===== src/rtl/mul_pkg.sv =====
// Shared definitions for the shift-and-add multiplier: FSM state
// encoding and the default operand width.
package mul_pkg;

    localparam int MUL_WIDTH = 8;

    localparam logic [1:0] S_IDLE = 2'd0;
    localparam logic [1:0] S_RUN  = 2'd1;
    localparam logic [1:0] S_DONE = 2'd2;

    typedef enum logic [1:0] {
        ST_IDLE = S_IDLE,
        ST_RUN  = S_RUN,
        ST_DONE = S_DONE
    } mul_state_e;

endpackage


===== src/rtl/add_rc.sv =====
// add_rc: parameterised N-bit ripple-carry adder.
// Ports: a, b (N-bit addends), cin (carry in), s (N-bit sum), cout (carry out).
module add_rc #(
    parameter int N = 16
) (
    input  logic [N-1:0] a,
    input  logic [N-1:0] b,
    input  logic         cin,
    output logic [N-1:0] s,
    output logic         cout
);

    logic [N:0] c;

    assign c[0] = cin;

    for (genvar i = 0; i < N; i++) begin : g_bit
        assign s[i]   = a[i] ^ b[i] ^ c[i];
        assign c[i+1] = (a[i] & b[i]) | (c[i] & (a[i] ^ b[i]));
    end

    assign cout = c[N];

endmodule


===== src/rtl/mul_shift_add.sv =====
// mul_shift_add: sequential unsigned shift-and-add multiplier, one
// multiplier bit per clock, WIDTH x WIDTH -> 2*WIDTH product.
// Ports: clk, rst (async active-high), start (sampled in IDLE),
//        a/b (operands captured on accepted start), busy (RUN state),
//        done (one-cycle pulse), product (held until next result).
// Optional: define MUL_EARLY_EXIT_EN to leave RUN as soon as the
//           remaining multiplier bits are all zero.
module mul_shift_add
    import mul_pkg::*;
#(
    parameter int WIDTH = MUL_WIDTH
) (
    input  logic               clk,
    input  logic               rst,
    input  logic               start,
    input  logic [WIDTH-1:0]   a,
    input  logic [WIDTH-1:0]   b,
    output logic               busy,
    output logic               done,
    output logic [2*WIDTH-1:0] product
);

    localparam int PW = 2 * WIDTH;
    localparam int CW = $clog2(WIDTH);

    mul_state_e      state_q, state_d;
    logic [PW-1:0]   acc_q, acc_d;
    logic [PW-1:0]   mcand_q, mcand_d;
    logic [WIDTH-1:0] mplier_q, mplier_d;
    logic [CW-1:0]   count_q, count_d;
    logic [PW-1:0]   product_q, product_d;

    logic [PW-1:0]   addend;
    logic [PW-1:0]   sum;
    logic            cout_unused;
    logic            last;

    // Only add the shifted multiplicand when the current multiplier bit is set.
    assign addend = mplier_q[0] ? mcand_q : '0;

    add_rc #(
        .N(PW)
    ) u_add (
        .a    (acc_q),
        .b    (addend),
        .cin  (1'b0),
        .s    (sum),
        .cout (cout_unused)
    );

`ifdef MUL_EARLY_EXIT_EN
    // Nothing left to accumulate once the post-shift multiplier is zero.
    assign last = (count_q == CW'(WIDTH - 1)) ||
                  (mplier_q[WIDTH-1:1] == '0);
`else
    assign last = (count_q == CW'(WIDTH - 1));
`endif

    always_comb begin
        state_d   = state_q;
        acc_d     = acc_q;
        mcand_d   = mcand_q;
        mplier_d  = mplier_q;
        count_d   = count_q;
        product_d = product_q;
        unique case (state_q)
            ST_IDLE: begin
                if (start) begin
                    state_d  = ST_RUN;
                    mcand_d  = {{WIDTH{1'b0}}, a};
                    mplier_d = b;
                    acc_d    = '0;
                    count_d  = '0;
                end
            end
            ST_RUN: begin
                acc_d    = sum;
                mcand_d  = mcand_q << 1;
                mplier_d = mplier_q >> 1;
                count_d  = count_q + CW'(1);
                if (last) begin
                    state_d   = ST_DONE;
                    product_d = sum;
                end
            end
            ST_DONE: begin
                state_d = ST_IDLE;
            end
            default: begin
                state_d = ST_IDLE;
            end
        endcase
    end

    always_ff @(posedge clk or posedge rst) begin
        if (rst) begin
            state_q   <= ST_IDLE;
            acc_q     <= '0;
            mcand_q   <= '0;
            mplier_q  <= '0;
            count_q   <= '0;
            product_q <= '0;
        end else begin
            state_q   <= state_d;
            acc_q     <= acc_d;
            mcand_q   <= mcand_d;
            mplier_q  <= mplier_d;
            count_q   <= count_d;
            product_q <= product_d;
        end
    end

    assign busy    = (state_q == ST_RUN);
    assign done    = (state_q == ST_DONE);
    assign product = product_q;

endmodule


===== config.mk =====
export PLATFORM = sky130hd
export DESIGN_NAME = mul_shift_add
export DESIGN_NICKNAME = d
export VERILOG_FILES = /design/src/rtl/mul_pkg.sv /design/src/rtl/add_rc.sv /design/src/rtl/mul_shift_add.sv
export SDC_FILE = /design/constraint.sdc
export NUM_CORES = 1
export LEC_CHECK = 0
export CAP_MARGIN = 20
export CORE_ASPECT_RATIO = 0.75
export CORE_MARGIN = 2
export CORE_UTILIZATION = 35
export DETAILED_ROUTE_END_ITERATION = 12
export DONT_BUFFER_PORTS = 1
export GPL_ROUTABILITY_DRIVEN = 1
export GPL_TIMING_DRIVEN = 0
export SLEW_MARGIN = 5
export SYNTH_ARGS = -nofsm -noshare
export SYNTH_HDL_FRONTEND = slang
export SYNTH_SLANG_ARGS = --single-unit

===== constraint.sdc =====
create_clock -name clk -period 9.33 [get_ports clk]
set_input_delay 0.933 -clock clk [delete_from_list [all_inputs] [get_ports clk]]
set_output_delay 0.933 -clock clk [all_outputs]
set_load 0.05 [all_outputs]

# Word-level counts from Yosys, hierarchy flattened
# Cells that the tools add are included.
word_totals:
  register_bits: 61
  in_bits: 19
  output_inout_bits: 18
  word_cells: 103
classes:
  add_sub_neg: 1
  eq_ne: 5
  n_mux: 12
  bitwise: 74
  reduce_logical: 5
op_table:
  columns: ["cell", "count"]
  rows:
  - ["$pmux W16 S2", 2]
  - ["$mux W16", 3]
  - ["$xor A1 B1 Y1", 31]
  - ["$and A1 B1 Y1", 29]
  - ["$pmux W8 S2", 1]
  - ["$or A1 B1 Y1", 14]
  - ["$mux W8", 1]
  - ["$pmux W3 S2", 1]
  - ["$reduce_and A2 Y1", 3]
  - ["$mux W2", 2]
  - ["$pmux W2 S2", 1]
  - ["$add A3 B1 Y3 const B", 1]
  - ["$eq A3 B3 Y1 const B", 1]
  - ["$mux W3", 1]
  - ["$eq A2 B1 Y1 const B", 1]
  - ["$eq A2 B2 Y1 const B", 1]
  - ["$logic_not A2 Y1", 1]
  - ["$ne A2 B1 Y1 const B", 1]
  - ["$ne A2 B2 Y1 const B", 1]
  - ["$reduce_bool A2 Y1", 1]

# Longest topological paths before layout
depth:
  word_depth: 32
  ltp_mapped: 22
  depth_no_buf: 21

# Cells and area by module
# A second synthesis with hierarchy kept.
unflattened:
  hier_cells: 225
  hier_area_um2: 2921.6
modules_own_cells:
  columns: ["module", "instances", "cells_each", "area_each_um2", "seq_area_each_um2"]
  rows:
  - ["mul_shift_add", 1, 199, 2563.7, 1526.5]
  - ["add_rc", 1, 26, 357.8, 0.0]

# Worst setup path before layout
# No wires, ideal clock.
synth_path:
  path_kind: "register to register"
  start: "register mplier_q[0]"
  end: "register product_q[14], in the netlist product[14]"
  setup_ns: 0.128
  arrival_time_ns: 6.369
  required_time_ns: 9.202
  setup_slack_ns: 2.834
  path_stages_with_launch: 20
  n_path_buf: 2
  synth_period_minus_slack_ns: 6.496
  cell_sequence: "dfrtp_1 > clkbuf_1 > clkbuf_1 > nand2_1 > fa_1 > fa_1 > fa_1 > fa_1 > fa_1 > fa_1 > fa_1 > fa_1 > fa_1 > fa_1 > fa_1 > fa_1 > inv_1 > fa_1 > fa_1 > mux2_1"
synth_via:
  elab_chain_cells: 29
  elab_cells_between_ends: 56
  cone_classes: "mux: 1; bitwise: 55"
synth_lines:
  columns: ["element", "line_no", "source"]
  rows:
  - ["start, declared", "mul_shift_add.sv:29", "logic [WIDTH-1:0] mplier_q, mplier_d;"]
  - ["start signal, assigned", "mul_shift_add.sv:107", "mplier_q <= mplier_d;"]
  - ["$mux W16 (*)", "mul_shift_add.sv:39", "assign addend = mplier_q[0] ? mcand_q : '0;"]
  - ["$and A1 B1 Y1 or $xor A1 B1 Y1 (tied branches)", "add_rc.sv:19", "assign c[i+1] = (a[i] & b[i]) | (c[i] & (a[i] ^ b[i]));"]
  - ["$and A1 B1 Y1", "add_rc.sv:19", null]
  - ["$or A1 B1 Y1", "add_rc.sv:19", null]
  - ["$and A1 B1 Y1", "add_rc.sv:19", null]
  - ["$or A1 B1 Y1", "add_rc.sv:19", null]
  - ["$and A1 B1 Y1", "add_rc.sv:19", null]
  - ["$or A1 B1 Y1", "add_rc.sv:19", null]
  - ["(+14 left out)", null, null]
  - ["$and A1 B1 Y1", "add_rc.sv:19", null]
  - ["$or A1 B1 Y1", "add_rc.sv:19", null]
  - ["$and A1 B1 Y1", "add_rc.sv:19", null]
  - ["$or A1 B1 Y1", "add_rc.sv:19", null]
  - ["$and A1 B1 Y1", "add_rc.sv:19", null]
  - ["$or A1 B1 Y1", "add_rc.sv:19", null]
  - ["$xor A1 B1 Y1 (*)", "add_rc.sv:18", "assign s[i] = a[i] ^ b[i] ^ c[i];"]
  - ["via sum[14]", "mul_shift_add.sv:34", "logic [PW-1:0] sum;"]
  - ["end signal, assigned", "mul_shift_add.sv:109", "product_q <= product_d;"]
  - ["end, declared", "mul_shift_add.sv:31", "logic [PW-1:0] product_q, product_d;"]
# The timed path passes the listed nets; every way through them passes the cells marked *.
# A chain may end at the register's enable or synchronous reset.

# Worst setup path after layout
# Ends and elaborated chain as after synthesis.

==> results.md <==
* Final worst slack at approximately 2300 ps
* Most common cell after layout, fill and taps aside: dfrtp_1
* Maxcap violations at 0
* R2R Setup Slk at roughly 2300 ps
* Worst min path class: reg -> reg
* Via count at approximately 1900
* Synth cell types at 24
* Syn Nets at roughly 300
* Status: finished, final reports clean
* Post-route minimum period at 7060 ps
* Total GRT Usage at 0.152
* Pins Over Slew Limit at 0
* Crit. Startpoint: mplier_q[0]
* Final Hold Vio Count at 0
* Clk_skew at ~6.6 ps
* Most frequent cells in the layout: dfrtp_1 (61), nand2_1 (55), o21ai_0 (37)
* Global placer's final weighted congestion at approximately 0.76
* H-tree lvl count at 3
* Simple-gate share of the synthesized area at 0.113
* Reg-to-reg critical path startpoint: mplier_q[0]
* Avg Cell Area, Syn at 10.8 um2
* DP Wirelength at ~4200 um
* Register area share after synthesis at 0.537
* Synth Area in Compound Gates at 0.152
* Cts repair resizes at 0
* Number of CTS-inserted buffers at 9
* R2R depth at 19
* Critical Path Source Type: flip-flop
* Post-route insts no fill at about 380
* CP endpoint: product[14]
* Vias in the first global route at around 2000
* Post-Syn Area at around 2800 um2
* Antenna diodes at 0
* DRC Markers at 0
* Die Y at 82.0 um
* Worst skew pair latency at 340 ps
* Final setup viols at 0
* Std cell rows at 28
* Adder-Cell Fraction of Synth Area at 0.112
* Clk buf depth at 2
* Total power at 1.06 mW
* Core ar. at about 7900 um2
* Slew headroom at 0.362
* Leakage power at between 1 and 1.5 nW
* Total negative setup slack at 0 ps
* Mux cell area share after synthesis at 0.0330
* Input/output buffers at 0
* Synth Warn # at 0
* DP Worst Slack at about 2300 ps
* Routed wire length per instance at about 16 um
* Crit. End Element: flip-flop
* Die width at between 100 and 150 um
* Final Util at 0.398
* Initial antenna violation count at 0
* First-pass GRT wire length at between 9000 and 10000 um
* Period utilisation layout at 0.756
* Largest family of logic cells by synthesized area: compound AO/OA/AOI/OAI gates
* DIE AREA at 8860 um2
* Reg clk slew, reported paths at about 60 ps
* XOR/XNOR Fraction of Synth Area at 0.00616
* Cell count after synthesis at about 260
* DR pass1 iterations at 4
* CTS sink cnt at 61
* Layout area overhead at 10.5%
* Reg2reg end: product[14]
* Pwr/cell area at about 340 nW/um2
* Clk root buf: clkbuf_8
* Worst Setup Path Type: reg -> reg
* Setup Buffers After CTS at 0
* Hold-fix buffers at CTS at 0
* Crit path max fanout at 10
* Worst endpoint required time at 9540 ps
* WHS at roughly 480 ps
* # IOs at 37
* 1st-iter DRT viols at 64
* Worst-Margin Slew at between 900 and 1000 ps
* Layout net count at 310
* Final wirelength at 6020 um
* F_max at 142 MHz
* Share of cells above drive strength 1 at 0.0866
* Number of antenna-violating nets in the routed design at 0
* Worst VDD drop at about 0.12 mV
* # placed instances at between 300 and 400
* Synthesized flop and latch total at 61
* Largest net degree at the start of global routing at 34
* Unrepaired setup endpoints after global routing: false
* Via density at 4.87
* Final instance area at approximately 3100 um2
* Initial core utilization at 0.360
* Placed inst area at between 2000 and 3000 um2
* CTS tree: built
* Grt ovf at 0
* Arrival time worst endpoint at between 7000 and 8000 ps
critical path: stages (launching register included):
cell	delay [ps]
dfrtp_1	320
clkbuf_1	320
clkbuf_1	410
nand2_1	140
fa_1	430
fa_1	410
fa_1	400
fa_1	390
fa_1	400
fa_1	400
fa_1	390
fa_1	390
fa_1	390
fa_1	390
fa_1	400
fa_1	380
inv_1	80
fa_1	180
fa_1	430
mux2_1	300
where the power goes:
part           switching (mW)  internal, mW
logic                   0.190         0.128
clock network          0.0973        0.0921
registers               0.188         0.368
state kept, by name (all words and copies together) (netlist names):
| register | cells |
|---|---|
| state_q | 2 |
| mplier_q | 8 |
| product | 16 |
| mcand_q | 16 |
| count_q | 3 |
| acc_q | 16 |
per-layer routing:
metal	global-route usage	vias to the layer above	wire, um
li1	-	895	-
met1	0.213	924	3040
met2	0.213	34	2550
met3	0.0675	8	357
met4	0.0423	0	70
met5	0	-	0
worst min path at each step:
stage	depth (start not counted)	startpoint	slack, ps	end
2_1_floorplan	2	mplier_q[3]	450	mplier_q[3]
3_3_place_gp	2	acc_q[3]	460	acc_q[3]
6_report	2	acc_q[1]	480	acc_q[1]
5_1_grt	1	mcand_q[15]	510	mcand_q[15]
3_5_place_dp	2	acc_q[1]	470	acc_q[1]
4_1_cts	2	acc_q[1]	490	acc_q[1]
synthesized netlist by cell type:
cell      number  area (um2)
dfrtp_1       61        1530
nand2_1       55         206
o21ai_0       37         185
inv_1         17        63.8
fa_1          14         280
a22o_1        13         114
nand2b_1      10        62.6
a221o_1        8        80.1
buf_2          8        40.0
clkbuf_1       7        26.3
mux2i_1        6        60.1
o21ai_1        6        30.0
and2_1         3        18.8
ha_1           3        37.5
mux2_1         3        33.8
nor2b_1        2        12.5
xnor2_1        2        17.5
a21oi_1        1        5.00
a32o_1         1        10.0
inv_2          1        3.75
nand2b_2       1        8.76
nand3b_1       1        7.51
nor2_1         1        3.75
o21bai_1       1        7.51
cell families after synthesis:
kind of cell	count (synthesis)
AOI/OAI and AO/OA	67
xor gates and xnor gates	2
adders and majority gates	17
buffers and inverters	33
DFF	61
muxes	9
and+or+nand+nor	73
layout make-up:
cell class	count	area, um2
multi-input combinational	168	1180
tap	105	131
sequential	61	1530
buffer	15	66.3
fill	795	4740
timing repair buffer	1	20.0
clock inverter	3	15.0
inverter	18	67.6
clock buffer	11	131
Note: power is estimated with default switching activity, not from simulation.
